**src/rtl/imem_loader.sv**
```systemverilog
// imem_loader: streams a length-prefixed, checksummed program into instruction memory, then releases the CPU reset
//   clk       : rising-edge clock
//   rst_f     : asynchronous active-low reset
//   start     : begins a session from IDLE or ERR
//   in_valid, in_data, in_ready : word stream (header N, N program words, checksum)
//   im_we, im_addr, im_wdata    : registered instruction-memory write port
//   cpu_rst_f : active-low processor reset, released once the program is verified
//   busy, done, err             : session status
module imem_loader #(
  parameter logic [15:0] BASE_ADDR = 16'h0000,
  parameter int          MAX_WORDS = 1024
) (
  input  logic        clk,
  input  logic        rst_f,
  input  logic        start,
  input  logic        in_valid,
  input  logic [31:0] in_data,
  output logic        in_ready,
  output logic        im_we,
  output logic [15:0] im_addr,
  output logic [31:0] im_wdata,
  output logic        cpu_rst_f,
  output logic        busy,
  output logic        done,
  output logic        err
);
  localparam int IW = $clog2(MAX_WORDS + 1);
  typedef enum logic [2:0] {IDLE, HDR, LOAD, CSUM, DONE, ERR} state_t;
  state_t        state_q, state_d;
  logic [IW-1:0] idx_q, idx_d, n_q, n_d;
  logic [31:0]   sum_q, sum_d, im_wdata_q;
  logic [15:0]   im_addr_q;
  logic          im_we_q, im_we_d, cpu_rst_f_q, acc;
  assign busy      = state_q inside {HDR, LOAD, CSUM};
  assign in_ready  = busy;
  assign done      = state_q == DONE;
  assign err       = state_q == ERR;
  assign acc       = in_valid & in_ready;
  assign im_we     = im_we_q;
  assign im_addr   = im_addr_q;
  assign im_wdata  = im_wdata_q;
  assign cpu_rst_f = cpu_rst_f_q;
  always_comb begin
    state_d = state_q;
    idx_d   = idx_q;
    n_d     = n_q;
    sum_d   = sum_q;
    im_we_d = 1'b0;
    case (state_q)
      IDLE, ERR: if (start) state_d = HDR;
      HDR: if (acc) begin
        state_d = (in_data == 32'd0 || in_data > 32'(MAX_WORDS)) ? ERR : LOAD;
        n_d     = IW'(in_data);
        idx_d   = '0;
        sum_d   = '0;
      end
      LOAD: if (acc) begin
        im_we_d = 1'b1;
        sum_d   = sum_q + in_data;
        idx_d   = idx_q + IW'(1);
        state_d = (idx_q == n_q - IW'(1)) ? CSUM : LOAD;
      end
      CSUM: if (acc) state_d = (in_data == sum_q) ? DONE : ERR;
      default: state_d = state_q;
    endcase
  end
  always_ff @(posedge clk or negedge rst_f) begin
    if (!rst_f) begin
      state_q     <= IDLE;
      idx_q       <= '0;
      n_q         <= '0;
      sum_q       <= '0;
      im_we_q     <= 1'b0;
      im_addr_q   <= '0;
      im_wdata_q  <= '0;
      cpu_rst_f_q <= 1'b0;
    end else begin
      state_q     <= state_d;
      idx_q       <= idx_d;
      n_q         <= n_d;
      sum_q       <= sum_d;
      im_we_q     <= im_we_d;
      cpu_rst_f_q <= state_d == DONE;
      if (im_we_d) begin
        im_addr_q  <= BASE_ADDR + 16'(idx_q);
        im_wdata_q <= in_data;
      end
    end
  end
endmodule

```
**config.mk**
```make
export PLATFORM = sky130hd
export DESIGN_NAME = imem_loader
export DESIGN_NICKNAME = d
export VERILOG_FILES = /design/src/rtl/imem_loader.sv
export SDC_FILE = /design/constraint.sdc
export NUM_CORES = 1
export LEC_CHECK = 0
export ABC_AREA = 1
export ABC_CLOCK_PERIOD_IN_PS = 2290
export CAP_MARGIN = 40
export CORE_MARGIN = 1
export CORE_UTILIZATION = 56
export DETAILED_ROUTE_END_ITERATION = 8
export GPL_TIMING_DRIVEN = 1
export PLACE_DENSITY = 0.81
export SETUP_SLACK_MARGIN = 0.1
export SLEW_MARGIN = 0
export SYNTH_ARGS = -nofsm -noshare
export SYNTH_HDL_FRONTEND = slang
export SYNTH_SLANG_ARGS = --single-unit
```
**constraint.sdc**
```tcl
create_clock -name clk -period 2.29 [get_ports clk]
set_input_delay 0.3435 -clock clk [delete_from_list [all_inputs] [get_ports clk]]
set_output_delay 0.3435 -clock clk [all_outputs]
set_load 0.05 [all_outputs]
```
==> flow_metrics.py, run 1 <==
metrics = {
    "critical_path": {
        "critical_path_start_type": "primary input",
        "crit_fanout": 6,
        "critPathRequiredTime_ns": 2.53,
        "arrival_ns": 2.33,
        "setup.reg_to_reg.worst_slack_ns": 0.23,
        "crit_path_cell_trace": "clkdlybuf4s50_1, ha_2, nand2_1, o21ai_0, a21oi_1, o21ai_0, buf_4, nand3_1, nand2_1, nand2_1, nand2_1, o21ai_0",
        "criticalPathCategory": "in2reg",
        "worst_r2r_path_depth": 15,
        "r2r_end": "sum_q[30]",
        "cpMostUsedCell": "sky130_fd_sc_hd__nand2_1",
        "cell_with_the_largest_stage_delay_on_the_worst_path": "sky130_fd_sc_hd__clkdlybuf4s50_1",
        "worst-path-buf-inv": 2,
        "worst_path_largest_cell_delay_ns": 0.45,
        "critical-path-top-delay-family": "buffers and inverters",
        "crit_path_end_kind": "register",
        "launch_point_of_the_critical_path": "in_data[11]",
        "reg2reg_from": "sum_q[0]",
    },
    "logic_synthesis": {
        "synth.lib_cells_used.distinct": 34,
        "post_synth_mux_area_share_pct": 0,
        "yosys.area_share.simple_pct": 32.1,
        "ys_seq_elements": 102,
        "arithmetic_cell_share_of_the_synthesized_area_counting_full_adders_half_adders_and_majority_gates_pct": 6.65,
        "synth_xor_area_share_pct": 0.673,
        "post_synth_main_area_contributors": "sky130_fd_sc_hd__dfrtp_1 (39%), sky130_fd_sc_hd__nand2_1 (17%), sky130_fd_sc_hd__o21ai_0 (6.7%), sky130_fd_sc_hd__ha_1 (6.3%), sky130_fd_sc_hd__nor2_1 (5.8%)",
        "ys_dominant_reg_cell": "sky130_fd_sc_hd__dfrtp_1",
        "combinational_family_with_the_most_area_after_synthesis": "simple AND/OR/NAND/NOR gates",
        "edff_count_synth": 0,
        "netlist_instances": 937,
        "syn-mean-instance-area_sq_um": 6.95,
        "yosysWarnings": 0,
        "synth.cell_area_sq_um": 6510,
        "synth_area_leader_cell": "sky130_fd_sc_hd__dfrtp_1",
        "synth_sequential_area_ratio_pct": 39.2,
        "synthDominantCellAreaShare_pct": 39.2,
        "post_synthesis_compound_gate_area_fraction_pct": 14.0,
        "fraction_of_registers_with_async_set_or_reset_after_synthesis_pct": 100,
    },
    "sta": {
        "final_max_slew_viol_count": 0,
        "setup-tns-final_ns": 0,
        "final_critical_period_ns": 2.09,
        "setup-violations-final": 0,
        "grt_setup_unrepaired": "yes",
        "clock_skew_ns": 0.00899,
        "hold_ws_ns": 0.484,
        "post-route-worst-setup-slack_ns": 0.201,
        "max_slew.worst_pin.slew_ns": 0.510,
        "timing_hold_violations_final": 0,
        "clock.fmax_mhz": 479,
        "max-slew-margin-rel_pct": 65.9,
        "layout_worst_path_cycle_share_pct": 91.2,
    },
    "cells_and_area": {
        "layout_common_cells": "sky130_fd_sc_hd__nand2_1 (298), sky130_fd_sc_hd__buf_4 (112), sky130_fd_sc_hd__dfrtp_1 (102)",
        "antennaDiodeCount": 0,
        "finalCoreUtilization_pct": 76.5,
        "drive_gt1_share_pct": 15.2,
        "final_common_cell": "sky130_fd_sc_hd__nand2_1",
        "layout.nets": 1194,
        "synthToLayoutAreaGrowth_pct": 33.6,
    },
    "worst_hold_path": {
        "whs_path_depth": 2,
        "hold_end": "im_wdata[30]",
        "hold_path_class": "reg2reg",
        "hold_path_startpoint": "im_wdata[30]",
    },
    "pwr": {
        "power_density_nw_per_um2": 427,
        "combinational_group_share_of_total_power_pct": 10.5,
        "power_switching_share_pct": 25.0,
        "power.sequential.fraction_pct": 48.5,
        "leakagePower_uw": 0.00453,
        "pwr-share-clk_pct": 41.0,
        "peakVddDrop_mv": 0.771,
        "intPower_uw": 2780,
        "power.switching_uw": 928,
    },
    "clocking": {
        "ctsLongestPathBuffers": 2,
        "cts.sinks": 102,
        "worst_skew_pair.late_latency_ns": 0.36,
        "tritoncts.num_buffers": 9,
        "cts_max_level": 3,
        "tritoncts": "yes",
        "cts_root_buffer_type": "sky130_fd_sc_hd__clkbuf_16",
        "path_clk_slew_ns": 0.07,
    },
    "die": {
        "fp.dieW_microns": 110,
        "die_y_microns": 110,
        "fp.dieArea_sq_um": 12100,
        "placement_rows": 39,
        "io-pin-count": 90,
        "core-area_sq_um": 11400,
        "initial_utilization_pct": 57.3,
    },
    "place": {
        "numPortBuffers": 84,
        "place_ws_ns": -0.320,
        "gp_congestion": 0.965,
        "detailedPlacementHpwl_microns": 14100,
    },
    "global_routing": {
        "first_global_vias": 6577,
        "global_route.usage.total_pct": 32.5,
        "grt_start_max_net_pins": 78,
        "antenna_found_initial": 0,
        "gr-total-overflow": 0,
        "grt_pass1_wl_microns": 29900,
    },
    "drt": {
        "route.vias.total": 6798,
        "ant_nets": 0,
        "firstDrtPassIters": 5,
        "wirelength_microns": 18500,
        "routedWlPerCell_microns": 14.6,
        "detail_route.iter0.violations": 379,
        "post-route-drc-count": 0,
        "vias_per_cell": 5.34,
    },
    "run_status": {
        "outcome": "completed",
    },
    "flow_run": {
        "drv.max_cap_violation_count": 0,
    },
}
[cells by family after synthesis]
logic type,after synthesis
adder cells (fa/ha/maj),34
AND/OR/NAND/NOR,502
flip-flops,102
other,1
AO/OA/AOI/OAI,172
XOR/XNOR,5
buffers and inverters,121
[cell usage after synthesis (2+ instances only)]
library cell	number
sky130_fd_sc_hd__a21o_1	7
sky130_fd_sc_hd__nand3b_1	2
sky130_fd_sc_hd__o21ai_1	2
sky130_fd_sc_hd__nand3_1	54
sky130_fd_sc_hd__nor4_1	2
sky130_fd_sc_hd__o21bai_1	6
sky130_fd_sc_hd__nand2_2	4
sky130_fd_sc_hd__nand2_4	2
sky130_fd_sc_hd__dfrtp_1	102
sky130_fd_sc_hd__o21a_1	4
sky130_fd_sc_hd__or2_2	2
sky130_fd_sc_hd__o21ai_0	87
sky130_fd_sc_hd__ha_1	33
sky130_fd_sc_hd__buf_4	6
sky130_fd_sc_hd__nand2_1	299
sky130_fd_sc_hd__clkbuf_1	12
sky130_fd_sc_hd__a21boi_0	2
sky130_fd_sc_hd__nor2_1	100
sky130_fd_sc_hd__nand4_1	13
sky130_fd_sc_hd__buf_1	4
sky130_fd_sc_hd__buf_2	2
sky130_fd_sc_hd__nor3_1	17
sky130_fd_sc_hd__nor2_4	3
sky130_fd_sc_hd__nor2_2	2
sky130_fd_sc_hd__xnor2_1	3
sky130_fd_sc_hd__a21oi_1	63
sky130_fd_sc_hd__inv_1	95
sky130_fd_sc_hd__xor2_1	2
sky130_fd_sc_hd__nand3_2	2
[stage by stage]
stage               std cells  power [uW]  instance area (sq um)
floorplan                 941        1970                   6530
global placement         1253        2210                   8280
detailed placement       1253        2210                   8280
CTS                      1270        3720                   8590
global route             1272        3850                   8700
finish                   1272        3710                   8700
[state kept, by name (all words and copies together), names as in the netlist]
| register | cells |
|---|---|
| im_wdata | 32 |
| im_we | 1 |
| im_addr | 11 |
| idx_q | 11 |
| sum_q | 32 |
| cpu_rst_f | 1 |
| n_q | 11 |
| state_q | 3 |
[power groups by stage]
stage	clock network [uW]	logic, uW	registers, uW
6_report	1520	390	1800
5_1_grt	1620	427	1800
4_1_cts	1540	382	1800
3_5_place_dp	0	377	1840
3_3_place_gp	0	374	1840
2_1_floorplan	0	137	1840
[cell type report]
type / count / area, sq um
multi-input cells: 718 / 3600
flip-flops and latches: 102 / 2550
repair buffers: 196 / 1720
inverters: 97 / 364
fillers: 911 / 2670
clock inverters: 5 / 38.8
well taps: 143 / 179
clock buffers: 11 / 253
[worst max-delay path by stage]
stage / to / slack [ns] / cells after the start
3_5_place_dp: cpu_rst_f / -0.32 / 11
5_1_grt: sum_q[30] / 0.03 / 15
4_1_cts: sum_q[30] / 0.10 / 16
2_1_floorplan: cpu_rst_f / 0.22 / 10
6_report: sum_q[21] / 0.20 / 12
3_3_place_gp: cpu_rst_f / -0.39 / 11
[what timing repair did]
| action | 4_1_cts | 5_1_grt |
|---|---|---|
| buffers inserted | 0 | 2 |
| hold endpoints to repair | 34 | 0 |
| hold buffers | 1 | 0 |
| endpoints found under the setup margin | 4 | 22 |
| pin swaps | 0 | 3 |
| gates resized for setup | 3 | 29 |
| cloned | 0 | 0 |
[layer usage]
metal	vias to the layer above	routed length, microns	track usage (%)
li1	3408	-	-
met4	0	580	14.1
met3	47	835	6.82
met1	3138	7590	36.3
met5	-	0	0
met2	205	9530	59.2
[worst reg2reg max path, cell delays in order, from the launching register on]
cell                      delay (ns)
sky130_fd_sc_hd__dfrtp_1        0.41
sky130_fd_sc_hd__ha_2           0.20
sky130_fd_sc_hd__fa_2           0.34
sky130_fd_sc_hd__nand2_2        0.09
sky130_fd_sc_hd__nand2_1        0.05
sky130_fd_sc_hd__o21a_1         0.12
sky130_fd_sc_hd__nand2_1        0.08
sky130_fd_sc_hd__nand2_1        0.07
sky130_fd_sc_hd__nand2_1        0.06
sky130_fd_sc_hd__nand2_1        0.08
sky130_fd_sc_hd__nand2_1        0.07
sky130_fd_sc_hd__nand2_1        0.09
sky130_fd_sc_hd__nand2_1        0.10
sky130_fd_sc_hd__nand3_1        0.07
sky130_fd_sc_hd__nand3_1        0.08
sky130_fd_sc_hd__nand2_1        0.05
(Power assumes the default switching activity.)
==> inputs of run 2 (changes only) <==
MAX_ROUTING_LAYER = met4   (was not set)
==> run 2 against run 1 <==
Net effect:
- routed wire length decreased by 0.28%
- via count up 0.18%
- clock power rose by 3%
- critical path type unchanged
- clock-buffer cell count is 1 higher
- design area hardly changed
- largest power group unchanged
- sequential cell count unchanged
==> flow_metrics.py, run 2 (synthesis results as in run 1) <==
metrics = {
    "run_status": {
        "outcome": "completed",
    },
    "drt": {
        "vias_per_cell": 5.36,
        "ant_nets": 0,
        "route.vias.total": 6810,
        "routedWlPerCell_microns": 14.6,
        "firstDrtPassIters": 6,
        "detail_route.iter0.violations": 461,
        "post-route-drc-count": 0,
        "wirelength_microns": 18500,
    },
    "cells_and_area": {
        "multi_input_combinational_cell_area_sq_um": 3610,
        "final_common_cell": "sky130_fd_sc_hd__nand2_1",
        "drive_gt1_share_pct": 14.8,
        "filler_cell_count": 923,
        "area.sequential_sq_um": 2550,
        "antennaDiodeCount": 0,
        "finished_cell_area_sq_um": 8700,
        "stdcell_count": 1270,
        "synthToLayoutAreaGrowth_pct": 33.6,
        "layout.nets": 1192,
        "layout_common_cells": "sky130_fd_sc_hd__nand2_1 (295), sky130_fd_sc_hd__buf_4 (110), sky130_fd_sc_hd__dfrtp_1 (101)",
        "finalCoreUtilization_pct": 76.5,
    },
    "critical_path": {
        "crit_fanout": 6,
        "worst-path-buf-inv": 2,
        "r2r_end": "sum_q[17]",
        "critical-path-top-delay-family": "compound AO/OA/AOI/OAI gates",
        "crit_path_end_kind": "register",
        "arrival_ns": 2.34,
        "worst_r2r_path_depth": 11,
        "cell_with_the_largest_stage_delay_on_the_worst_path": "sky130_fd_sc_hd__clkdlybuf4s50_1",
        "critPathRequiredTime_ns": 2.56,
        "critical_path_start_type": "primary input",
        "crit_path_cell_trace": "clkdlybuf4s50_1, ha_1, a21oi_1, o21ai_0, a21oi_1, o21ai_0, buf_4, nand2_1, nand2_1, nand2_1, nand2_1, o21ai_0",
        "cpMostUsedCell": "sky130_fd_sc_hd__nand2_1",
        "criticalPathCategory": "in2reg",
        "worst_path_largest_cell_delay_ns": 0.44,
        "reg2reg_from": "sum_q[10]",
        "setup.reg_to_reg.worst_slack_ns": 0.28,
    },
    "worst_hold_path": {
        "hold_path_class": "reg2reg",
        "whs_path_depth": 2,
        "hold_end": "im_wdata[13]",
        "hold_path_startpoint": "im_wdata[13]",
    },
    "sta": {
        "final_critical_period_ns": 2.07,
        "final_max_slew_viol_count": 0,
        "layout_worst_path_cycle_share_pct": 90.5,
        "max-slew-margin-rel_pct": 65.2,
        "clock_skew_ns": 0.00821,
        "max_slew.worst_pin.slew_ns": 0.520,
        "timing_hold_violations_final": 0,
        "grt_setup_unrepaired": "yes",
        "clock.fmax_mhz": 483,
        "setup-violations-final": 0,
        "setup-tns-final_ns": 0,
    },
    "global_routing": {
        "global_route.usage.total_pct": 33.4,
        "antenna_found_initial": 0,
        "grt_pass1_wl_microns": 29900,
        "first_global_vias": 6549,
        "grt_start_max_net_pins": 41,
        "gr-total-overflow": 0,
    },
    "clocking": {
        "cts.sinks": 102,
        "path_clk_slew_ns": 0.06,
        "tritoncts": "yes",
        "cts_root_buffer_type": "sky130_fd_sc_hd__clkbuf_16",
        "tritoncts.num_buffers": 9,
        "worst_skew_pair.late_latency_ns": 0.36,
        "ctsLongestPathBuffers": 2,
        "cts_max_level": 3,
    },
    "place": {
        "detailedPlacementHpwl_microns": 14000,
        "dp_cell_count": 1251,
        "gp_congestion": 0.993,
        "postPlaceCellArea_sq_um": 8260,
        "numPortBuffers": 84,
    },
    "die": {
        "core-area_sq_um": 11400,
        "io-pin-count": 90,
        "initial_utilization_pct": 57.3,
        "placement_rows": 39,
        "fp.dieW_microns": 110,
        "die_y_microns": 110,
        "fp.dieArea_sq_um": 12100,
    },
    "pwr": {
        "peakVddDrop_mv": 0.813,
        "power_density_nw_per_um2": 431,
        "leakagePower_uw": 0.00452,
    },
    "flow_run": {
        "drv.max_cap_violation_count": 0,
    },
}
## run 2: per-layer routing
| layer | GRT usage, % | vias up | routed length (microns) |
|---|---|---|---|
| met5 | - | - | 0 |
| met4 | 16.8 | 0 | 869 |
| met2 | 56.6 | 213 | 9100 |
| met1 | 37.7 | 3126 | 7770 |
| li1 | - | 3407 | - |
| met3 | 6.28 | 64 | 756 |
## run 2: what timing repair did
item | CTS | global route
hold buffers | 1 | 0
hold endpoints to repair | 36 | 0
endpoints found under the setup margin | 3 | 25
pin swaps | 0 | 4
buffers inserted | 0 | 2
gates resized for setup | 2 | 28
## run 2: worst max path at each step
stage	from	endpoint	slack, ns	cells past startpoint
final	in_data[10]	sum_q[17]	0.22	12
after global placement	in_data[0]	sum_q[28]	-0.27	13
after CTS	in_data[0]	sum_q[28]	0.10	13
after floorplan	state_q[0]	cpu_rst_f	0.22	10
after detailed placement	in_data[0]	sum_q[30]	-0.28	16
after global routing	in_data[13]	sum_q[22]	0.06	12
## run 2: power by group
part	total [uW]	switching, uW	internal (uW)
sequential	1800	0	1800
clock	1560	704	855
combinational	392	214	179
total	3750	917	2830
## run 2: through the flow
step	setup WS, ns	total power (uW)	hold WS (ns)
floorplan	0.216	1970	0.0479
global placement	-0.267	2210	0.339
detailed placement	-0.283	2210	0.343
CTS	0.101	3760	0.485
global route	0.0612	3890	0.503
finish	0.218	3750	0.480
## run 2: worst reg2reg max path: cells and delay by family, from the launching register on
family | cells | cell delay (ns)
AO/OA/AOI/OAI | 5 | 0.75
flip-flops | 1 | 0.39
adder cells (fa/ha/maj) | 1 | 0.36
AND/OR/NAND/NOR | 4 | 0.24
buffers and inverters | 1 | 0.17
## run 2: area by class of cell
type                            count  share of cell area, %
Clock buffer                       12                   2.72
Clock inverter                      4                  0.633
Multi-Input combinational cell    718                   41.5
Inverter                           97                   4.19
Sequential cell                   102                   29.4
Timing Repair Buffer              194                   19.5
Tap cell                          143                   2.06
